$ cat src/rtl/csr_intr_unit.sv
// Machine-mode CSR file and external-interrupt responder for the RV32 core.
// Optional 64-bit mcycle/minstret counters are built when CSR_COUNTERS_EN is defined.
module csr_intr_unit #(
    parameter logic [31:0] MTVEC_BASE = 32'h0001_0000
) (
    input  logic        clk,
    input  logic        rst_n,
    input  logic        stall,
    input  logic        csr_we,
    input  logic [2:0]  csr_funct3,
    input  logic [11:0] csr_addr,
    input  logic [31:0] csr_src,
    input  logic [4:0]  csr_zimm,
    output logic [31:0] csr_rdata,
    input  logic        mret,
    input  logic        wfi,
    input  logic [31:0] resume_pc,
    input  logic        ext_irq,
    input  logic        retire,
    output logic        irq_wake,
    output logic        trap_take,
    output logic [31:0] trap_pc
);

    localparam logic [11:0] ADDR_MSTATUS    = 12'h300;
    localparam logic [11:0] ADDR_MIE        = 12'h304;
    localparam logic [11:0] ADDR_MTVEC      = 12'h305;
    localparam logic [11:0] ADDR_MEPC       = 12'h341;
    localparam logic [11:0] ADDR_MIP        = 12'h344;
    localparam logic [11:0] ADDR_MCYCLE     = 12'hB00;
    localparam logic [11:0] ADDR_MCYCLEH    = 12'hB80;
    localparam logic [11:0] ADDR_MINSTRET   = 12'hB02;
    localparam logic [11:0] ADDR_MINSTRETH  = 12'hB82;
    localparam logic [11:0] ADDR_CYCLE      = 12'hC00;
    localparam logic [11:0] ADDR_CYCLEH     = 12'hC80;
    localparam logic [11:0] ADDR_INSTRET    = 12'hC02;
    localparam logic [11:0] ADDR_INSTRETH   = 12'hC82;

    typedef enum logic [1:0] {StRun, StSleep, StTrap} state_e;

    state_e      state_q, state_d;
    logic        mstatus_mie_q, mstatus_mpie_q;
    logic        mie_meie_q, mip_meip_q;
    logic [29:0] mepc_q;
    logic [63:0] mcycle_val, minstret_val;
    logic [31:0] src, wdata;
    logic        wr_op, take, trap_enter, run_ok, csr_commit, mret_commit;

    assign irq_wake = mip_meip_q & mie_meie_q;
    assign src      = csr_funct3[2] ? {27'b0, csr_zimm} : csr_src;

    always_comb begin
        csr_rdata = '0;
        case (csr_addr)
            ADDR_MSTATUS: csr_rdata = {19'b0, 2'b11, 3'b0, mstatus_mpie_q, 3'b0,
                                       mstatus_mie_q, 3'b0};
            ADDR_MIE:     csr_rdata = {20'b0, mie_meie_q, 11'b0};
            ADDR_MTVEC:   csr_rdata = {MTVEC_BASE[31:2], 2'b00};
            ADDR_MEPC:    csr_rdata = {mepc_q, 2'b00};
            ADDR_MIP:     csr_rdata = {20'b0, mip_meip_q, 11'b0};
            ADDR_MCYCLE, ADDR_CYCLE:       csr_rdata = mcycle_val[31:0];
            ADDR_MCYCLEH, ADDR_CYCLEH:     csr_rdata = mcycle_val[63:32];
            ADDR_MINSTRET, ADDR_INSTRET:   csr_rdata = minstret_val[31:0];
            ADDR_MINSTRETH, ADDR_INSTRETH: csr_rdata = minstret_val[63:32];
            default:      csr_rdata = '0;
        endcase
    end

    // Set/clear forms with a zero operand must not write (no side effects on RO/counters).
    always_comb begin
        wdata = src;
        wr_op = 1'b0;
        case (csr_funct3[1:0])
            2'b01: begin
                wdata = src;
                wr_op = 1'b1;
            end
            2'b10: begin
                wdata = csr_rdata | src;
                wr_op = |src;
            end
            2'b11: begin
                wdata = csr_rdata & ~src;
                wr_op = |src;
            end
            default: ;
        endcase
    end

    assign take        = (state_q == StRun) & irq_wake & mstatus_mie_q & ~stall & ~mret;
    assign run_ok      = (state_q == StRun) & ~stall & ~take;
    assign csr_commit  = csr_we & wr_op & run_ok;
    assign mret_commit = mret & run_ok;

    always_comb begin
        state_d    = state_q;
        trap_enter = 1'b0;
        trap_take  = 1'b0;
        case (state_q)
            StRun: begin
                if (take) begin
                    state_d    = StTrap;
                    trap_enter = 1'b1;
                end else if (wfi & ~irq_wake & ~stall) begin
                    state_d = StSleep;
                end
            end
            StSleep: begin
                if (irq_wake & ~stall) begin
                    if (mstatus_mie_q) begin
                        state_d    = StTrap;
                        trap_enter = 1'b1;
                    end else begin
                        state_d = StRun;
                    end
                end
            end
            StTrap: begin
                trap_take = 1'b1;
                state_d   = StRun;
            end
            default: state_d = StRun;
        endcase
    end

    assign trap_pc = trap_take ? {MTVEC_BASE[31:2], 2'b00} : {mepc_q, 2'b00};

    always_ff @(posedge clk or negedge rst_n) begin
        if (!rst_n) begin
            state_q        <= StRun;
            mstatus_mie_q  <= 1'b0;
            mstatus_mpie_q <= 1'b0;
            mie_meie_q     <= 1'b0;
            mip_meip_q     <= 1'b0;
            mepc_q         <= '0;
        end else begin
            state_q    <= state_d;
            mip_meip_q <= ext_irq;
            if (trap_enter) begin
                mstatus_mpie_q <= mstatus_mie_q;
                mstatus_mie_q  <= 1'b0;
                mepc_q         <= resume_pc[31:2];
            end else begin
                if (mret_commit) begin
                    mstatus_mie_q  <= mstatus_mpie_q;
                    mstatus_mpie_q <= 1'b1;
                end else if (csr_commit && csr_addr == ADDR_MSTATUS) begin
                    mstatus_mie_q  <= wdata[3];
                    mstatus_mpie_q <= wdata[7];
                end
                if (csr_commit && csr_addr == ADDR_MIE) begin
                    mie_meie_q <= wdata[11];
                end
                if (csr_commit && csr_addr == ADDR_MEPC) begin
                    mepc_q <= wdata[31:2];
                end
            end
        end
    end

`ifdef CSR_COUNTERS_EN
    logic [63:0] mcycle_q, minstret_q;

    // A committed write to one half holds the whole counter for that cycle.
    always_ff @(posedge clk or negedge rst_n) begin
        if (!rst_n) begin
            mcycle_q   <= '0;
            minstret_q <= '0;
        end else begin
            if (csr_commit && csr_addr == ADDR_MCYCLE) begin
                mcycle_q <= {mcycle_q[63:32], wdata};
            end else if (csr_commit && csr_addr == ADDR_MCYCLEH) begin
                mcycle_q <= {wdata, mcycle_q[31:0]};
            end else begin
                mcycle_q <= mcycle_q + 64'd1;
            end
            if (csr_commit && csr_addr == ADDR_MINSTRET) begin
                minstret_q <= {minstret_q[63:32], wdata};
            end else if (csr_commit && csr_addr == ADDR_MINSTRETH) begin
                minstret_q <= {wdata, minstret_q[31:0]};
            end else if (retire) begin
                minstret_q <= minstret_q + 64'd1;
            end
        end
    end

    assign mcycle_val   = mcycle_q;
    assign minstret_val = minstret_q;
`else
    assign mcycle_val   = '0;
    assign minstret_val = '0;
`endif

    logic unused_bits;
    assign unused_bits = ^{resume_pc[1:0], wdata[1:0], retire};

endmodule

$ cat config.mk
export PLATFORM = sky130hd
export DESIGN_NAME = csr_intr_unit
export DESIGN_NICKNAME = d
export VERILOG_FILES = /design/src/rtl/csr_intr_unit.sv
export SDC_FILE = /design/constraint.sdc
export NUM_CORES = 1
export LEC_CHECK = 0
export BUFFER_PORTS_ARGS = -buffer_cell sky130_fd_sc_hd__buf_2
export CAP_MARGIN = 20
export CORE_MARGIN = 8
export CORE_UTILIZATION = 45
export CTS_BUF_LIST = sky130_fd_sc_hd__clkbuf_16
export DETAILED_ROUTE_END_ITERATION = 6
export PLACE_DENSITY = 0.79
export SLEW_MARGIN = 0
export SYNTH_ARGS = -nofsm -noshare
export SYNTH_HDL_FRONTEND = slang
export SYNTH_SLANG_ARGS = --single-unit
$ cat constraint.sdc
create_clock -name clk -period 2.4 [get_ports clk]
set_input_delay 0.12 -clock clk [delete_from_list [all_inputs] [get_ports clk]]
set_output_delay 0.12 -clock clk [all_outputs]
set_load 0.1 [all_outputs]
[Yosys cells after proc, flatten, opt, wreduce, memory -nomap -nowiden]
Index checks and enable logic that the tools add are counted.
Word-level totals
  bits in registers: 36
  input port bits: 92
  logic and storage cells: 72
Cells by class
  equality and inequality tests: 12
  multiplexer cells: 23
  bitwise gates (word level): 21
  reduce and logical (&&, ||, !) cells: 10
Operator list (number)
  case mux 32 bit (5 select lines): 1
  two-way mux 32 bit: 2
  case mux 32 bit (2 select lines): 1
  == test 12 x 10 -> 1 bit (second input constant): 5
  two-way mux 30 bit: 2
  bitwise AND 32 bit: 1
  NOT 32 bit: 1
  OR 32 bit: 1
  OR reduction 32 bit: 1
  bitwise AND 1 bit: 13
  two-way mux 1 bit: 10
  two-way mux 2 bit: 4
  == test 2 bit (second input constant): 3
  NOT 1 bit: 5
  == test 2 x 1 -> 1 bit (second input constant): 2
  case mux 1 bit (2 select lines): 2
  case mux 2 bit (2 select lines): 1
  AND reduction 2 bit: 2
  logical AND 1 bit: 3
  != test 3 x 2 -> 1 bit (second input constant): 1
  nonzero test 3 bit: 1
  zero test 2 bit: 1
  != test 2 bit (second input constant): 1
  nonzero test 2 bit: 1
  OR reduction 2 bit: 1

[Logic depth before layout (Yosys ltp)]
Gate-level depths: netlist (run 1).
  depth in word-level cells: 12
  mapped depth: 8
  gate-level depth less buffers: 6

[Worst setup path before layout (run 1)]
Ideal clock, no wire load.
  path kind: input to output
  start: in csr_addr[3]
  end: out csr_rdata[12]
  arrival time: 2.557 ns
  data required time: 2.280 ns
  setup slack: -0.277 ns
  cell stages on the path: 4
  path through: or4_4 > or4_1 > buf_2 > nor2_1
Between the ends
  word-level cells in the longest chain between the ends: 2
  elaborated cells on any way between the ends: 6
  those cells by class: eq/ne (5); mux (1)
RTL lines
  start: declaration: line 11  | input logic [11:0] csr_addr,
  == test 12 x 10 -> 1 bit: line 54  | case (csr_addr)
  case mux 32 bit (5 select lines) *: line 54
  end: declaration: line 14  | output logic [31:0] csr_rdata,
Mark *: on every way between the ends. The rest lies on a longest branch, timed or not.

[Worst setup path in the final report (run 1)]
  start: reg state_q[0]
  end: reg mepc_q[2]
Between the ends
  word-level cells in the longest chain between the ends: 10
  elaborated cells on any way between the ends: 15
  those cells by class: eq/ne (1); mux (3); bitwise (8); reduce/logical (3)
RTL lines
  start: declaration: line 41  | state_e state_q, state_d;
  start signal: assignment: line 130  | state_q <= StRun;
  start signal: assignment: line 137  | state_q <= state_d;
  zero test 2 bit: line 90, 91, 99
  bitwise AND 1 bit (4 in a row): line 90  | assign take = (state_q == StRun) & irq_wake & mstatus_mie_q & ~stall & ~mret;
  NOT 1 bit: line 91  | assign run_ok = (state_q == StRun) & ~stall & ~take;
  bitwise AND 1 bit: line 91
  bitwise AND 1 bit: line 92  | assign csr_commit = csr_we & wr_op & run_ok;
  logical AND 1 bit: line 154  | if (csr_commit && csr_addr == ADDR_MEPC) begin
  nonzero test 2 bit (no source line)
  end signal: assignment: line 142  | mepc_q <= resume_pc[31:2];
  end signal: assignment: line 155  | mepc_q <= wdata[31:2];
  end: declaration: line 44  | logic [29:0] mepc_q;
Parallel ways exist; a longest one is shown, timed or not.
A chain may end at the register's enable or synchronous reset.

==> results of run 1 <==
worst max-delay path, delay by kind of cell (launching register included):
| kind | cells | cell delay (ns) |
|---|---|---|
| AO/OA/AOI/OAI | 2 | 0.58 |
| flip-flops | 1 | 0.40 |
| multiplexers | 1 | 0.37 |
| AND/OR/NAND/NOR | 2 | 0.84 |
repair_timing:
action                                  4_1_cts  5_1_grt
pin swaps                                     0        0
hold buffers                                  2        0
endpoints found under the setup margin        1        6
resized for setup                             1        3
hold endpoints to repair                     37        0
cell usage after synthesis (all sizes together) (2+ instances only):
cell type | count | area share, %
nor2 | 23 | 2.7
mux2 | 3 | 1.1
nand3 | 3 | 0.47
and3b | 2 | 0.55
a41oi | 2 | 0.55
and2 | 57 | 11
dfrtp | 36 | 28
nor3 | 8 | 1.3
nand2b | 3 | 0.59
or2 | 4 | 0.78
inv | 30 | 3.5
mux2i | 3 | 0.94
o22a | 2 | 0.55
or4 | 4 | 1.1
a211oi | 4 | 1.3
a221o | 2 | 0.63
o211ai | 44 | 13
o21ai | 68 | 11
nor4 | 10 | 2.3
buf | 13 | 2.7
a21oi | 11 | 1.7
o311ai | 6 | 1.9
nand2 | 29 | 3.4
clkbuf | 27 | 3.2
nor3b | 3 | 0.70
nand4 | 5 | 0.98
nor2b | 3 | 0.59
path summary, 6_finish.rpt:
kind                               to  slack [ns]  cells after the start     startpoint
min in group asynchronous  mepc_q[27]        0.51                      2          rst_n
setup / recovery            mepc_q[2]        0.09                      5     state_q[0]
setup reg to reg            mepc_q[2]        0.09                      5     state_q[0]
hold reg to reg             mepc_q[1]        0.50                      1      mepc_q[1]
hold / removal             mepc_q[23]        0.06                      3  resume_pc[25]
max in group asynchronous   mepc_q[2]        1.34                      2          rst_n
stage by stage:
stage | std cells | setup WS, ns | utilization (%) | hold slack (ns)
after floorplan | 422 | -0.277 | - | -0.176
after global placement | 647 | 0.120 | 66.0 | 0.228
after detailed placement | 647 | 0.0129 | 66.0 | 0.229
after CTS | 656 | 0.0715 | 68.2 | 0.0580
after global routing | 656 | 0.000390 | 68.3 | 0.0596
final | 656 | 0.0932 | 68.3 | 0.0608
cells by family after synthesis:
group | after synthesis | synth area share [%]
simple gates | 161 | 28.4
compound gates | 145 | 31.9
buf+inv | 70 | 9.35
flops | 36 | 28.2
mux | 6 | 2.00
other cells | 1 | 0.117
where the power goes:
group | switching, uW | total [uW] | internal [uW]
logic | 345 | 495 | 149
clock network | 229 | 600 | 371
registers | 27.0 | 662 | 635
total | 602 | 1760 | 1160
area by class of cell:
class	instances	area, um2
well taps	96	120
clock buffers	5	125
multi-input cells	316	2040
fillers	594	2160
clock inverters	2	7.51
repair buffers	171	1360
flip-flops and latches	36	901
inverters	30	113
state kept, by name, indices dropped and copies added (netlist names):
signal / cells
mstatus_mie_q: 1
mip_meip_q: 1
mstatus_mpie_q: 1
state_q: 2
mie_meie_q: 1
mepc_q: 30
routing by layer:
| layer | track usage [%] | vias to the layer above | part of all wire [%] |
|---|---|---|---|
| met3 | 6.30 | 14 | 10 |
| li1 | - | 1765 | - |
| met5 | 0 | - | 0 |
| met4 | 7.21 | 0 | 1.5 |
| met1 | 27.8 | 1738 | 40 |
| met2 | 39.2 | 209 | 48 |
cell usage in the layout (no fill, tap or decap), types with 3 or more instances in the layout:
cell / netlist / layout
buf_2: 5 / 122
and2_1: 57 / 57
o21ai_1: 39 / 38
dfrtp_1: 36 / 36
inv_1: 30 / 30
buf_12: 0 / 30
o21ai_0: 29 / 29
nand2_1: 29 / 29
o211ai_1: 25 / 25
nor2_1: 23 / 20
o211ai_2: 19 / 19
buf_4: 4 / 17
a21oi_1: 11 / 10
nor4_1: 8 / 8
nor3_1: 8 / 7
nand4_1: 5 / 5
clkbuf_16: 0 / 5
o311ai_1: 4 / 4
conb_1: 1 / 4
nor2b_1: 3 / 3
nor2_2: 0 / 3
nor3b_1: 3 / 3
nand2b_1: 3 / 3
nand3_1: 3 / 3
mux2i_1: 3 / 3
or2_2: 3 / 3
mux2_2: 3 / 3
==> out/results.ini, run 1 <==
[worst_setup_path]
end_kind = flip-flop
cp_max_fo = 5
crit_required_ns = 2.55
start_kind = flip-flop
crit_type = flip-flop to flip-flop
slowest_delay_ns = 0.55
path_cells = or4b_1, a211oi_2, nand4_1, o21ai_2, mux2_2
cp_slowest_cell = or4b_1
critPathArrivalTime_ns = 2.46

[yosys]
syn_avg_cell_area_um2 = 7.63
syn-cell-area_um2 = 3200
ys_async_sr_fraction_pct = 100
synth_flop_cell = dfrtp_1
yosysUniqueCellTypes = 52
syn_inst = 419
synth_edf_count = 0
ys_seq_area_share_pct = 28.2
ys_warn_count = 0
synth-seq-cells = 36

[final_layout]
area_growth_pct = 46.0
final_area_um2 = 4670
num_antenna_cells = 0
nets = 652
layout-drive-gt1-share_pct = 38.2

[pwr]
powerDensity_nw_per_um2 = 377
ir_worst_vdd_mv = 0.432
power.total_uw = 1760
p_leak_uw = 0.00220

[timing]
worst_pin_slew_ns = 0.849
fin_crit_sh_pct = 96.1
skew_ns = 0.00390
slew_headroom_pct = 43.4
hold_viol_final = 0
rsz0062_at_grt = no
fin_setup_tns_ns = 0
setup_viol = 0
min_period_ns = 2.31
clock.fmax_mhz = 433
slew_viol_final = 0

[floorplan]
start_util_pct = 46.8
pin_count = 158
design.core.area_um2 = 6830
die_x_um = 100
die-area_um2 = 10100
row_count = 30
die_height_um = 100

[global_route]
antenna_found_initial = 0
grt_pass1_wl_um = 19000
grt_overflow_total = 0
grt_pass1_vias = 3751
grt_max_degree = 44
grt_usage_pct = 23.2

[placement]
hpwl_um = 9330
portBuffers = 150
placed_area_um2 = 4510
gp_congestion = 0.910

[hold_path]
hold_class = primary input to flip-flop

[status]
status = finished clean

[cts]
cts_inserted_buffers = 5
cts_tree = built
cts-root-buf = clkbuf_16
cts_sinks = 36
cts_setup_buffers = 0
cts.clk_slew.worst_paths_ns = 0.05
insertion_delay_ns = 0.27
clk_path_buf_depth = 2
cts_max_level = 2

[drt]
drc = 0
wl_per_cell_um = 18.1
detail-route-antenna-nets = 0
vias_per_cell = 5.68
first_pass_iters = 5
vias = 3726
wirelength_um = 11900
first_iter_violations = 226

[flow_run]
drv_cap = 0

No activity file was read; power rests on OpenSTA's default activity.
==> inputs of run 2 (changes only) <==
ABC_AREA = 1   (was not set)
==> run 2 against run 1 <==
  * Sequential cell count unchanged
  * Die area down 1.9%
  * Register-to-register slack improved by 0.26 ns
  * Total power is 12% lower
  * Worst hold slack improved by 0.015 ns
  * Wire length down 5.9%
  * Critical path type unchanged
  * Critical path depth rose by 4
  * Clock skew increased by 0.00089 ns
  * Utilization is 6.0 points lower
==> out/results.ini, run 2 <==
[yosys]
yosysMostFrequentCell = nor2_1
syn-cell-area_um2 = 3120
synthTopCellsByCount = nor2_1, nand2_1, inv_1, nand3_1, dfrtp_1
synth_top_family_by_area = simple AND/OR/NAND/NOR gates
yosys.area_share.simple_pct = 38.2
ys_warn_count = 0
ys_async_sr_fraction_pct = 100
synth_flop_cell = dfrtp_1
synth_edf_count = 0
ys_seq_area_share_pct = 28.8
syn_avg_cell_area_um2 = 6.03
yosysTopAreaCellShare_pct = 28.8
synth.top_cells.by_area = dfrtp_1, nor2_1, nand2_1, inv_1, o21ai_2
syn_inst = 518
synth-seq-cells = 36
synth_xor_area_share_pct = 0
synth_mux_area_share_pct = 0.320
synth_compound_area_share_pct = 18.6
yosysUniqueCellTypes = 27
synth_area_leader_cell = dfrtp_1
synthAdderAreaFrac_pct = 0

[pwr]
p_leak_uw = 0.00233
powerDensity_nw_per_um2 = 367
p_int_uw = 1100
p_clk_share_pct = 40.0
combPwrFrac_pct = 19.8
switchingPower_uw = 444
switching_share_pct = 28.8
seqPwrFrac_pct = 40.2
ir_worst_vdd_mv = 0.225

[floorplan]
pin_count = 158
row_count = 30
die_x_um = 99.3
start_util_pct = 46.2
design.core.area_um2 = 6760
die_height_um = 99.3
die-area_um2 = 9870

[cts]
cts_sinks = 36
cts_resized = 0
cts_tree = built
clk_path_buf_depth = 2
cts_inserted_buffers = 5
cts-root-buf = clkbuf_16
cts_max_level = 2
insertion_delay_ns = 0.28
cts.clk_slew.worst_paths_ns = 0.06

[final_layout]
layout_common_cells = buf_2, nand2_1, nor2_1
biggestRegsByFlops = mepc_q x30, state_q x2
final_common_cell = buf_2
largest_register_ffs = 30
max_flop_register = mepc_q
layout-drive-gt1-share_pct = 35.3
num_antenna_cells = 0
area_growth_pct = 34.8
nets = 755

[hold_path]
hold_class = primary input to flip-flop

[global_route]
grt_max_degree = 37
antenna_found_initial = 0
grt_overflow_total = 0
grt_pass1_wl_um = 17900
grt_usage_pct = 22.1
grt_pass1_vias = 3832

[timing]
setup_viol = 0
min_period_ns = 2.04
hold_viol_final = 0
setup_slack_ns = 0.356
whs_ns = 0.0757
skew_ns = 0.00479
slew_viol_final = 0
rsz0062_at_grt = no
slew_headroom_pct = 42.9
worst_pin_slew_ns = 0.856
fin_crit_sh_pct = 85.2
clock.fmax_mhz = 489

[worst_setup_path]
cp_max_fo = 21
crit_type = flip-flop to flip-flop
start_kind = flip-flop
crit_required_ns = 2.61
r2r_slack_ns = 0.36
critPathArrivalTime_ns = 2.25
end_kind = flip-flop

[status]
status = finished clean

[drt]
first_pass_iters = 5
wl_per_cell_um = 15.0
vias = 3915
drc = 0
wirelength_um = 11200
first_iter_violations = 297
vias_per_cell = 5.27
detail-route-antenna-nets = 0

[placement]
portBuffers = 150
hpwl_um = 8750
pre_cts_slack_ns = 0.376
gp_congestion = 0.887

[flow_run]
drv_cap = 0

[run 2: area by class of cell]
cell class | count | area, um2
inverters | 63 | 236
well taps | 80 | 100
fillers | 649 | 2540
clock inverters | 2 | 8.76
clock buffers | 5 | 125
flip-flops and latches | 36 | 901
repair buffers | 167 | 966
multi-input cells | 390 | 1870
[run 2: stage by stage]
| stage | util [%] | instance area, um2 | std cells | power (uW) | setup TNS [ns] |
|---|---|---|---|---|---|
| detailed placement | 60.1 | 4060 | 734 | 933 | 0 |
| finish | 62.3 | 4210 | 743 | 1550 | 0 |
| floorplan | - | 3200 | 521 | 810 | -3.10 |
| global placement | 60.1 | 4060 | 734 | 929 | 0 |
| CTS | 62.3 | 4210 | 743 | 1550 | 0 |
| global route | 62.3 | 4210 | 743 | 1610 | 0 |
[run 2: power by group through the flow]
stage	clock network [uW]	logic, uW	registers [uW]
after floorplan	0	180	630
final	618	306	622
after detailed placement	0	302	632
after global routing	655	336	622
after CTS	628	305	621
after global placement	0	297	632
[run 2: critical path: stages (launching register included)]
cell      delay, ns
dfrtp_1        0.36
nand2_1        0.10
inv_1          0.08
nand3_1        0.12
nor2_2         0.13
clkinv_1       0.40
nand2_4        0.41
buf_12         0.21
nand2_1        0.09
o21ai_2        0.06
[run 2: logic make-up (layout without fill, tap and decap cells)]
kind of cell	count (synthesis)	count (layout)
buffers and inverters	95	237
muxes	1	1
AOI/OAI and AO/OA	92	92
and+or+nand+nor	293	293
other	1	4
DFF	36	36
[run 2: path summary, 6_finish.rpt]
path                          startpoint    endpoint  cells after the start
min in group asynchronous          rst_n  mepc_q[17]                      2
max in group asynchronous          rst_n   mepc_q[8]                      2
max reg2reg                   mie_meie_q   mepc_q[6]                      9
max                           mie_meie_q   mepc_q[6]                      9
min                        resume_pc[11]   mepc_q[9]                      3
min reg2reg                    mepc_q[9]   mepc_q[9]                      2
[run 2: what timing repair did]
action	4_1_cts	5_1_grt
hold buffers	2	0
setup buffers	0	0
hold endpoints to repair	37	0
[run 2: routing by layer]
layer  track usage [%]  vias up  wire (um)
met5                 0        -          0
met4              7.10        0        234
met3              4.33       24        847
met2              39.0      184       5470
met1              26.2     1784       4620
li1                  -     1923          -
==> inputs of run 3 (changes only) <==
PLACE_DENSITY = 0.82   (was 0.79)
==> run 3 against run 2 <==
  * Worst hold slack is essentially flat
  * Total power decreased by 0.25%
  * Sequential share of layout area up 0.21 points
  * Final cell count is 0.27% lower
  * Non-clock buffer count is 2 lower
  * Worst setup slack worse by 0.047 ns
  * Global-route usage rose by 1.1 points
  * Final area shrank 0.98%
  * Critical path type unchanged
  * Highest routed layer unchanged
==> out/results.ini, run 3 (synthesis results as in run 2) <==
[worst_setup_path]
r2r_end = mepc_q[26]
r2r_slack_ns = 0.31
slowest_delay_ns = 0.42
cp_max_fo = 31
start_kind = flip-flop
critPathArrivalTime_ns = 2.29
path_delay_family = simple AND/OR/NAND/NOR gates
end_kind = flip-flop
cp.depth = 10
r2r_cells = 10
cp-startpoint = state_q[0]
crit_type = flip-flop to flip-flop
crit_required_ns = 2.60
crit_buf_inv = 2
cp_slowest_cell = dfrtp_1
r2r-start = state_q[0]
path_cells = nor2_1, inv_1, nor2_1, o21ai_0, nor2_1, nand3_4, nand2_4, buf_4, nand2_1, o21ai_2
path_common_cell = nor2_1

[placement]
hpwl_um = 8760
portBuffers = 150
gp_congestion = 0.883

[hold_path]
hold_path_depth = 3
min-delay-start = resume_pc[3]
hold_end = mepc_q[1]
hold_class = primary input to flip-flop

[cts]
cts_max_level = 2
cts-root-buf = clkbuf_16
cts_inserted_buffers = 5
insertion_delay_ns = 0.27
cts_resized = 0
clk_path_buf_depth = 2
cts_tree = built
cts.clk_slew.worst_paths_ns = 0.06
cts_sinks = 36

[flow_run]
drv_cap = 0

[timing]
fin_crit_sh_pct = 87.1
setup_viol = 0
whs_ns = 0.0761
rsz0062_at_grt = no
skew_ns = 0.00203
min_period_ns = 2.09
hold_viol_final = 0
slew_headroom_pct = 42.1
worst_pin_slew_ns = 0.868
slew_viol_final = 0
clock.fmax_mhz = 478

[floorplan]
die_height_um = 99.3
start_util_pct = 46.2
die-area_um2 = 9870
row_count = 30
design.core.area_um2 = 6760
pin_count = 158
die_x_um = 99.3

[global_route]
grt_overflow_total = 0
grt_pass1_vias = 3994
antenna_found_initial = 0
grt_max_degree = 42
grt_pass1_wl_um = 18900
grt_usage_pct = 23.2

[final_layout]
layout-drive-gt1-share_pct = 34.9
layout_common_cells = buf_2, nand2_1, nor2_1
largest_register_ffs = 30
area_growth_pct = 33.5
biggestRegsByFlops = mepc_q x30, state_q x2
finish.utilization_pct = 61.7
num_antenna_cells = 0
max_flop_register = mepc_q
nets = 753
final_common_cell = buf_2

[pwr]
ir_worst_vdd_mv = 0.243
powerDensity_nw_per_um2 = 370
p_leak_uw = 0.00231

[drt]
wl_per_cell_um = 15.5
highest_layer = met4
m1WireLength_um = 4740
vias = 3901
dr_wl_met2_um = 5670
vias_per_cell = 5.26
first_pass_iters = 5
drc = 0
wl_met3_um = 920
first_iter_violations = 258
detail-route-antenna-nets = 0
wirelength_um = 11500

[status]
status = finished clean

run 3: cell count changes in the layout (fill, tap and decap cells not counted), sizes merged:
| cell | delta |
|---|---|
| buf | -2 |
| inv | -1 |
| clkinv | +1 |
run 3: area by class of cell:
class,instances,area [um2]
inverters,63,236
well taps,80,100
repair buffers,165,926
fillers,671,2590
clock buffers,5,125
clock inverters,2,7.51
multi-input cells,390,1870
flip-flops and latches,36,901
run 3: metrics by stage:
| step | cell area [um2] | setup TNS [ns] | cells | setup WS [ns] | power (uW) |
|---|---|---|---|---|---|
| floorplan | 3200 | -3.10 | 521 | -0.296 | 810 |
| global placement | 4020 | 0 | 732 | 0.437 | 928 |
| detailed placement | 4020 | 0 | 732 | 0.348 | 937 |
| CTS | 4170 | 0 | 741 | 0.328 | 1550 |
| global route | 4170 | 0 | 741 | 0.112 | 1610 |
| finish | 4170 | 0 | 741 | 0.309 | 1540 |
run 3: repair_timing:
action | 4_1_cts | 5_1_grt
hold buffers | 2 | 0
hold endpoints to repair | 37 | 0
buffers inserted | 0 | 0
run 3: worst max-delay path by stage:
stage | to | slack (ns)
2_1_floorplan | trap_pc[22] | -0.30
3_3_place_gp | mepc_q[10] | 0.44
3_5_place_dp | mepc_q[26] | 0.35
4_1_cts | mepc_q[26] | 0.33
5_1_grt | mepc_q[26] | 0.11
6_report | mepc_q[26] | 0.31
run 3: layer usage:
layer,up-vias,track usage [%]
met4,0,7.10
met1,1775,28.1
met3,12,3.98
li1,1915,-
met2,199,40.7
met5,-,0
run 3: worst reg2reg max path, delay by kind of cell, from the launching register on:
kind | cells | cell delay (ns)
buffers and inverters | 2 | 0.46
flip-flops | 1 | 0.42
AND/OR/NAND/NOR | 6 | 0.97
AO/OA/AOI/OAI | 2 | 0.16
run 3: report_power, final:
| group | internal [uW] | switching (uW) |
|---|---|---|
| combinational | 113 | 197 |
| sequential | 615 | 7.74 |
| clock | 371 | 238 |
| total | 1100 | 442 |
